===== src/rtl/q2_serial_exec.sv =====
// Bit-serial ALU: operands are loaded in parallel, the result is formed LSB-first
// and shifted into the accumulator MSB, one bit per clock, with persistent carry/zero flags.
module q2_serial_exec #(
  parameter int unsigned WIDTH = 12
) (
  input  logic             clk,
  input  logic             rst,
  input  logic             start,
  input  logic [2:0]       op,
  input  logic [WIDTH-1:0] a_in,
  input  logic [WIDTH-1:0] x_in,
  output logic             busy,
  output logic             done,
  output logic [WIDTH-1:0] result,
  output logic             c,
  output logic             z
);

  localparam int unsigned CW = (WIDTH > 1) ? $clog2(WIDTH) : 1;

  typedef enum logic [1:0] {S_IDLE, S_RUN, S_DONE} state_t;
  typedef enum logic [2:0] {
    OP_ADD = 3'b000, OP_ADC = 3'b001, OP_SUB = 3'b010, OP_AND = 3'b011,
    OP_OR  = 3'b100, OP_XOR = 3'b101, OP_NOR = 3'b110, OP_SHR = 3'b111
  } op_t;

  state_t           state_q;
  op_t              op_q;
  logic [WIDTH-1:0] a_sh_q;
  logic [WIDTH-1:0] x_sh_q;
  logic [CW-1:0]    cnt_q;
  logic             cy_q;
  logic             zr_q;
  logic             a0_q;
  logic             c_q;
  logic             z_q;
  logic             busy_q;
  logic             done_q;

  logic             bit_d;
  logic             cout_d;
  logic             last_bit;
  logic             a_b;
  logic             x_b;

  assign last_bit = (cnt_q == CW'(WIDTH - 1));
  assign a_b      = a_sh_q[0];

  always_comb begin
    bit_d  = 1'b0;
    cout_d = cy_q;
    x_b    = x_sh_q[0];
    case (op_q)
      OP_ADD, OP_ADC, OP_SUB: begin
        if (op_q == OP_SUB) x_b = ~x_sh_q[0];
        bit_d  = a_b ^ x_b ^ cy_q;
        cout_d = (a_b & x_b) | (cy_q & (a_b ^ x_b));
      end
      OP_AND: bit_d = a_b & x_b;
      OP_OR:  bit_d = a_b | x_b;
      OP_XOR: bit_d = a_b ^ x_b;
      OP_NOR: bit_d = ~(a_b | x_b);
      // a_sh[1] is always the next-higher original bit; the MSB slot takes the old carry
      OP_SHR: bit_d = last_bit ? c_q : a_sh_q[1];
      default: bit_d = 1'b0;
    endcase
  end

  always_ff @(posedge clk or negedge rst) begin
    if (!rst) begin
      state_q <= S_IDLE;
      op_q    <= OP_ADD;
      a_sh_q  <= '0;
      x_sh_q  <= '0;
      cnt_q   <= '0;
      cy_q    <= 1'b0;
      zr_q    <= 1'b1;
      a0_q    <= 1'b0;
      c_q     <= 1'b0;
      z_q     <= 1'b1;
      busy_q  <= 1'b0;
      done_q  <= 1'b0;
    end else begin
      case (state_q)
        S_IDLE, S_DONE: begin
          done_q <= 1'b0;
          if (start) begin
            state_q <= S_RUN;
            busy_q  <= 1'b1;
            op_q    <= op_t'(op);
            a_sh_q  <= a_in;
            x_sh_q  <= x_in;
            a0_q    <= a_in[0];
            cnt_q   <= '0;
            zr_q    <= 1'b1;
            cy_q    <= (op == OP_ADC) ? c_q : (op == OP_SUB);
          end else begin
            state_q <= S_IDLE;
          end
        end
        S_RUN: begin
          a_sh_q <= {bit_d, a_sh_q[WIDTH-1:1]};
          x_sh_q <= {1'b0, x_sh_q[WIDTH-1:1]};
          cy_q   <= cout_d;
          zr_q   <= zr_q & ~bit_d;
          if (last_bit) begin
            state_q <= S_DONE;
            busy_q  <= 1'b0;
            done_q  <= 1'b1;
            cnt_q   <= '0;
            z_q     <= zr_q & ~bit_d;
            case (op_q)
              OP_ADD, OP_ADC, OP_SUB: c_q <= cout_d;
              OP_SHR:                 c_q <= a0_q;
              default:                c_q <= c_q;
            endcase
          end else begin
            cnt_q <= cnt_q + CW'(1);
          end
        end
        default: state_q <= S_IDLE;
      endcase
    end
  end

  assign busy   = busy_q;
  assign done   = done_q;
  assign result = a_sh_q;
  assign c      = c_q;
  assign z      = z_q;

endmodule


===== config.mk =====
export PLATFORM = sky130hd
export DESIGN_NAME = q2_serial_exec
export DESIGN_NICKNAME = d
export VERILOG_FILES = /design/src/rtl/q2_serial_exec.sv
export SDC_FILE = /design/constraint.sdc
export NUM_CORES = 1
export LEC_CHECK = 0
export CAP_MARGIN = 25
export CORE_MARGIN = 2
export CORE_UTILIZATION = 30
export DETAILED_ROUTE_END_ITERATION = 8
export HOLD_SLACK_MARGIN = 0.02
export SKIP_CTS_REPAIR_TIMING = 1
export SLEW_MARGIN = 15
export SYNTH_ARGS = -nofsm -noshare
export SYNTH_HDL_FRONTEND = slang
export SYNTH_SLANG_ARGS = --single-unit
export TNS_END_PERCENT = 1

===== constraint.sdc =====
create_clock -name clk -period 2.2 [get_ports clk]
set_clock_uncertainty 0.1 [all_clocks]
set_input_delay 0.44 -clock clk [delete_from_list [all_inputs] [get_ports clk]]
set_output_delay 0.44 -clock clk [all_outputs]
set_load 0.005 [all_outputs]

# After elaboration in Yosys (flattened, before gate mapping)
# Cells that the tools add are included.
# word_totals
reg_bits	40
inputBits	30
output_inout_bits	16
elab_cells	76
# op_classes
n_addsub	1
n_eq_ne	14
n_mux	25
n_bitwise	12
reduce_logical	12
# ops
cell	count
one-hot mux 12 bit (2 select lines)	2
two-way mux 12 bit	2
equality test 3 bit, second input constant	4
two-way mux 1 bit	10
one-hot mux 1 bit (2 select lines)	5
equality test 3 x 2 -> 1 bit, second input constant	3
two-way mux 4 bit	2
one-hot mux 4 bit (2 select lines)	1
AND reduction 2 bit	4
equality test 3 x 1 -> 1 bit, second input constant	2
one-hot mux 1 bit (6 select lines)	1
AND reduction 3 bit	2
adder 4 x 1 -> 4 bit, second input constant	1
AND 1 bit	4
equality test 4 bit, second input constant	1
!= test 2 bit, second input constant	2
one-hot mux 2 bit (2 select lines)	1
nonzero test 2 bit	2
zero test 3 bit	1
inverter 1 bit	3
OR reduction 3 bit	1
bitwise XOR 1 bit	3
equality test 2 x 1 -> 1 bit, second input constant	1
equality test 2 bit, second input constant	1
4 further kinds	5

# Longest topological paths before layout
# depth
word_depth	9
mapped_depth	7
depth_no_buf	6

# Worst setup path after synthesis
# OpenSTA, ideal clock, no wires.
# synth_path
kind	register -> register
startpoint	reg op_q[2]
endpoint	reg a_sh_q[11], in the netlist result[11]
arrival_time_ps	1573
t_required_ps	1980
setup_slack_ps	407
stages_incl_launch_ff	7
path_cell_list	dfrtp_1 buf_2 nor3b_1 xnor2_1 fa_1 nand2_1 a31o_1
# synth_via
elab_chain_len	7
elab_cells_between_ends	15
cone_classes	eq/ne (7); mux (4); bitwise (2); reduce/logical (2)
# synth_rtl
element	line_no	text
start, declared	28	op_t op_q;
start signal, assigned	90	op_q <= op_t'(op);
equality test 3 x 2 -> 1 bit	53, 55	
two-way mux 1 bit	55	if (op_q == OP_SUB) x_b = ~x_sh_q[0];
two-way mux 1 bit	53	case (op_q)
bitwise XOR 1 bit (2 in a row)	56	bit_d = a_b ^ x_b ^ cy_q;
one-hot mux 1 bit (6 select lines) *	53	
one-hot mux 12 bit (2 select lines) *	84	case (state_q)
end signal, assigned	91	a_sh_q <= a_in;
end signal, assigned	102	a_sh_q <= {bit_d, a_sh_q[WIDTH-1:1]};
end, declared	29	logic [WIDTH-1:0] a_sh_q;
# Every way passes the cells marked *; elsewhere a longest branch is shown, timed or not. The select of a mux whose other input is x is not followed.
# A chain may end at the register's enable or synchronous reset.

# Worst setup path in the final report
# layout_path
startpoint	reg z_q, in the netlist z
endpoint	out z
# layout_lines
element	line_no	text
start, declared	36	logic z_q;
start signal, assigned	111	z_q <= zr_q & ~bit_d;
end, declared	16	output logic z
# No word-level cell between the ends.

==> impl_metrics.csv <==
group,metric,value,unit
job,cap_violations,0,
logic_synthesis,yosys.area.top_type,"dfrtp_1",
logic_synthesis,synth.cell_area,1910,um^2
global_route,grt_first_pass_wirelength,7.20,mm
global_route,grt_overflow,0,
placed_design,gp_congestion,0.731,
worst_setup_path,criticalPathCategory,"reg2out",
clock_network,clock_tree_from_tritoncts,"done",
floorplan,initial_utilization,30.6,%
logic_synthesis,synth.net_count,232,
routing,wl_per_cell,13.0,um
layout,post_route_cells_drive_above_1_share,10.5,%
clock_network,clkSlewWorstSetupHoldPaths,0.08,ns
floorplan,placementRows,29,
clock_network,tritoncts_num_sinks,40,
pwr,static-leakage-power,1.17,nW
global_route,grt_antenna_before_repair,0,
clock_network,clk_latency,0.29,ns
floorplan,io_pins,46,
global_route,first_global_vias,1581,
sta,setup_violations,0,
logic_synthesis,post_synth_edffs,0,
worst_setup_path,critPathBufInv,1,
layout,final_nets,281,
placed_design,port_buffers,45,
worst_setup_path,critPathSlowestCell,"dfstp_2",
sta,finalWorstPathRequiredPeriod,1.86,ns
worst_setup_path,critical_path.cell_chain,"clkdlybuf4s50_1",
logic_synthesis,synth-async-reset-ratio,100,%
sta,rsz_0062_raised_after_global_routing,"no",
worst_setup_path,rr_startpoint,"op_q[2]",
worst_setup_path,data_required_time_at_the_worst_endpoint,1.66,ns
logic_synthesis,synth-warning-count,0,
floorplan,floorplan.die.height,83.8,um
routing,total_number_of_vias,1574,
clock_network,cts.path.max_buffers,2,
global_route,maximum_number_of_pins_on_one_net_before_global_route_repair,30,
pwr,power.ir.vdd_worst,535,uV
pwr,power.internal,0.00219,W
logic_synthesis,synthTopCellsByArea,"dfrtp_1 50%, nand2_1 13%, a22oi_1 7.9%, dfstp_2 2.8%, buf_2 2.4%",
clock_network,ctsHtreeMaxLevel,2,
logic_synthesis,ys_ff_latch,40,
clock_network,numCtsBuffers,5,
pwr,switchingPower,0.00123,W
layout,n_antenna_cell,0,
sta,finalHoldViolations,0,
pwr,pwr-share-clk,17.2,%
pwr,pwr-share-comb,44.5,%
pwr,power.switching_fraction,35.8,%
routing,met2_length,1.98,mm
routing,met3_length,230,um
worst_setup_path,crit_family,"flip-flops",
logic_synthesis,post_synth_inst_count,198,
worst_setup_path,critical_path.max_fanout,2,
logic_synthesis,synth.avg_cell_area,9.65,um^2
pwr,seq_power_share,38.3,%
sta,slew_headroom,69.8,%
routing,first_drt_iteration_drcs,73,
worst_setup_path,crit_path_start_kind,"register",
global_route,track_usage,12.6,%
min_path,min_delay_worst_endpoint,"x_sh_q[3]",
worst_setup_path,reg2reg_setup_slack,0.36,ns
routing,highest_signal_layer_in_the_routed_design,"met4",
worst_setup_path,arrival,1.32,ns
worst_setup_path,worst-r2r-cell-count,5,
sta,hold_slack_final,0.380,ns
routing,drtPass1Iterations,4,
logic_synthesis,synth_top_area_share,49.8,%
worst_setup_path,cp_slowest_stage_delay,0.54,ns
sta,tightestPinTransition,0.453,ns
routing,postRouteAntennaNets,0,
layout,fraction_of_the_core_area_covered_by_cells_at_the_end_of_the_flow,41.5,%
logic_synthesis,synth.yosys.seq_area_share,52.5,%
min_path,min-delay-path-class,"reg2reg",
worst_setup_path,regToRegEndpoint,"result[11]",
pwr,p_per_area,1320,nW/um^2
floorplan,floorplan.core_area,6240,um^2
status,run_status,"finished, final reports clean",
sta,period_share,84.5,%
min_path,hold_path_startpoint,"x_sh_q[3]",
floorplan,dieArea,7020,um^2
sta,final-max-slew-violation-count,0,
min_path,whs_path_depth,2,
placed_design,post-dp-hpwl,2.95,mm
layout,syn_to_final_growth,35.4,%
logic_synthesis,postSynth.topFlopCell,"dfrtp_1",
routing,met1_length,1.96,mm
routing,drc_errors,0,
logic_synthesis,netlist-cell-type-count,37,
sta,fmaxAchievable,538,MHz
worst_setup_path,setup.worst_path.end_class,"output pin",
floorplan,die_w,83.8,um
routing,route.detailed.vias_per_inst,4.84,
clock_network,cts_root_buf,"clkbuf_8",
layout,mostFrequentLayoutCell,"nand2_1",
routing,total_length_of_routed_wires,4.21,mm
sta,timing.setup.tns,0,ns
layout,most-common-layout-cells,"65 x nand2_1, 44 x clkdlybuf4s50_1, 38 x dfrtp_1",
per-layer routing:
metal / vias to the layer above / GRT usage [%]
li1: 778 / -
met5: - / 0
met1: 753 / 16.1
met2: 37 / 20.9
met4: 0 / 3.08
met3: 6 / 3.96
flip-flops by register name, summed over array words and instances (netlist names):
signal	count
a0_q	1
busy	1
c	1
cnt_q	4
cy_q	1
done	1
op_q	3
result	12
state_q	2
x_sh_q	12
z	1
zr_q	1
power by group through the flow:
stage	clock [W]	combinational [W]	sequential (W)
after floorplan	0	0.000966	0.00127
after global placement	0	0.00151	0.00132
after detailed placement	0	0.00153	0.00132
after CTS	0.000608	0.00154	0.00131
after global routing	0.000640	0.00172	0.00135
final	0.000589	0.00152	0.00131
worst max-delay path by stage:
stage / cells after the start / endpoint / startpoint
6_report: 1 / z / z
5_1_grt: 5 / result[11] / op_q[2]
3_5_place_dp: 5 / x_sh_q[0] / start
2_1_floorplan: 6 / result[11] / op_q[2]
3_3_place_gp: 5 / x_sh_q[0] / start
4_1_cts: 1 / z / z
kinds of logic (layout without fill, tap and decap cells):
group	Yosys count	after routing	share of synthesized area [%]
compound gates	44	44	16.5
xor+xnor	2	2	0.917
fa+ha+maj	4	4	3.01
buf+inv	17	67	4.19
flops	40	40	52.5
mux	3	3	1.83
simple gates	88	88	21.0
metrics by stage:
step	worst slack (ns)	cells	instance area (um^2)	total power, W
detailed placement	0.251	316	2470	0.00285
finish	0.341	325	2590	0.00342
floorplan	0.407	198	1910	0.00224
global placement	0.255	316	2470	0.00283
global route	0.271	325	2590	0.00372
CTS	0.331	324	2580	0.00346
synth_stat cells (3+ instances only):
| library cell | number |
|---|---|
| a31oi_1 | 3 |
| nand2_1 | 65 |
| o21ai_0 | 6 |
| nor2_1 | 7 |
| a22oi_1 | 20 |
| buf_2 | 9 |
| nor2b_1 | 3 |
| inv_1 | 4 |
| dfrtp_1 | 38 |
| ha_1 | 3 |
| a21oi_1 | 4 |
final cells by class:
cell class / count / area [um^2]
sequential: 40 / 1000
clock inverter: 2 / 35.0
inverter: 4 / 15.0
clock buffer: 6 / 72.6
timing repair buffer: 55 / 536
fill: 632 / 3650
multi-input combinational: 141 / 830
tap: 77 / 96.3
No activity file was read; power rests on OpenSTA's default activity.
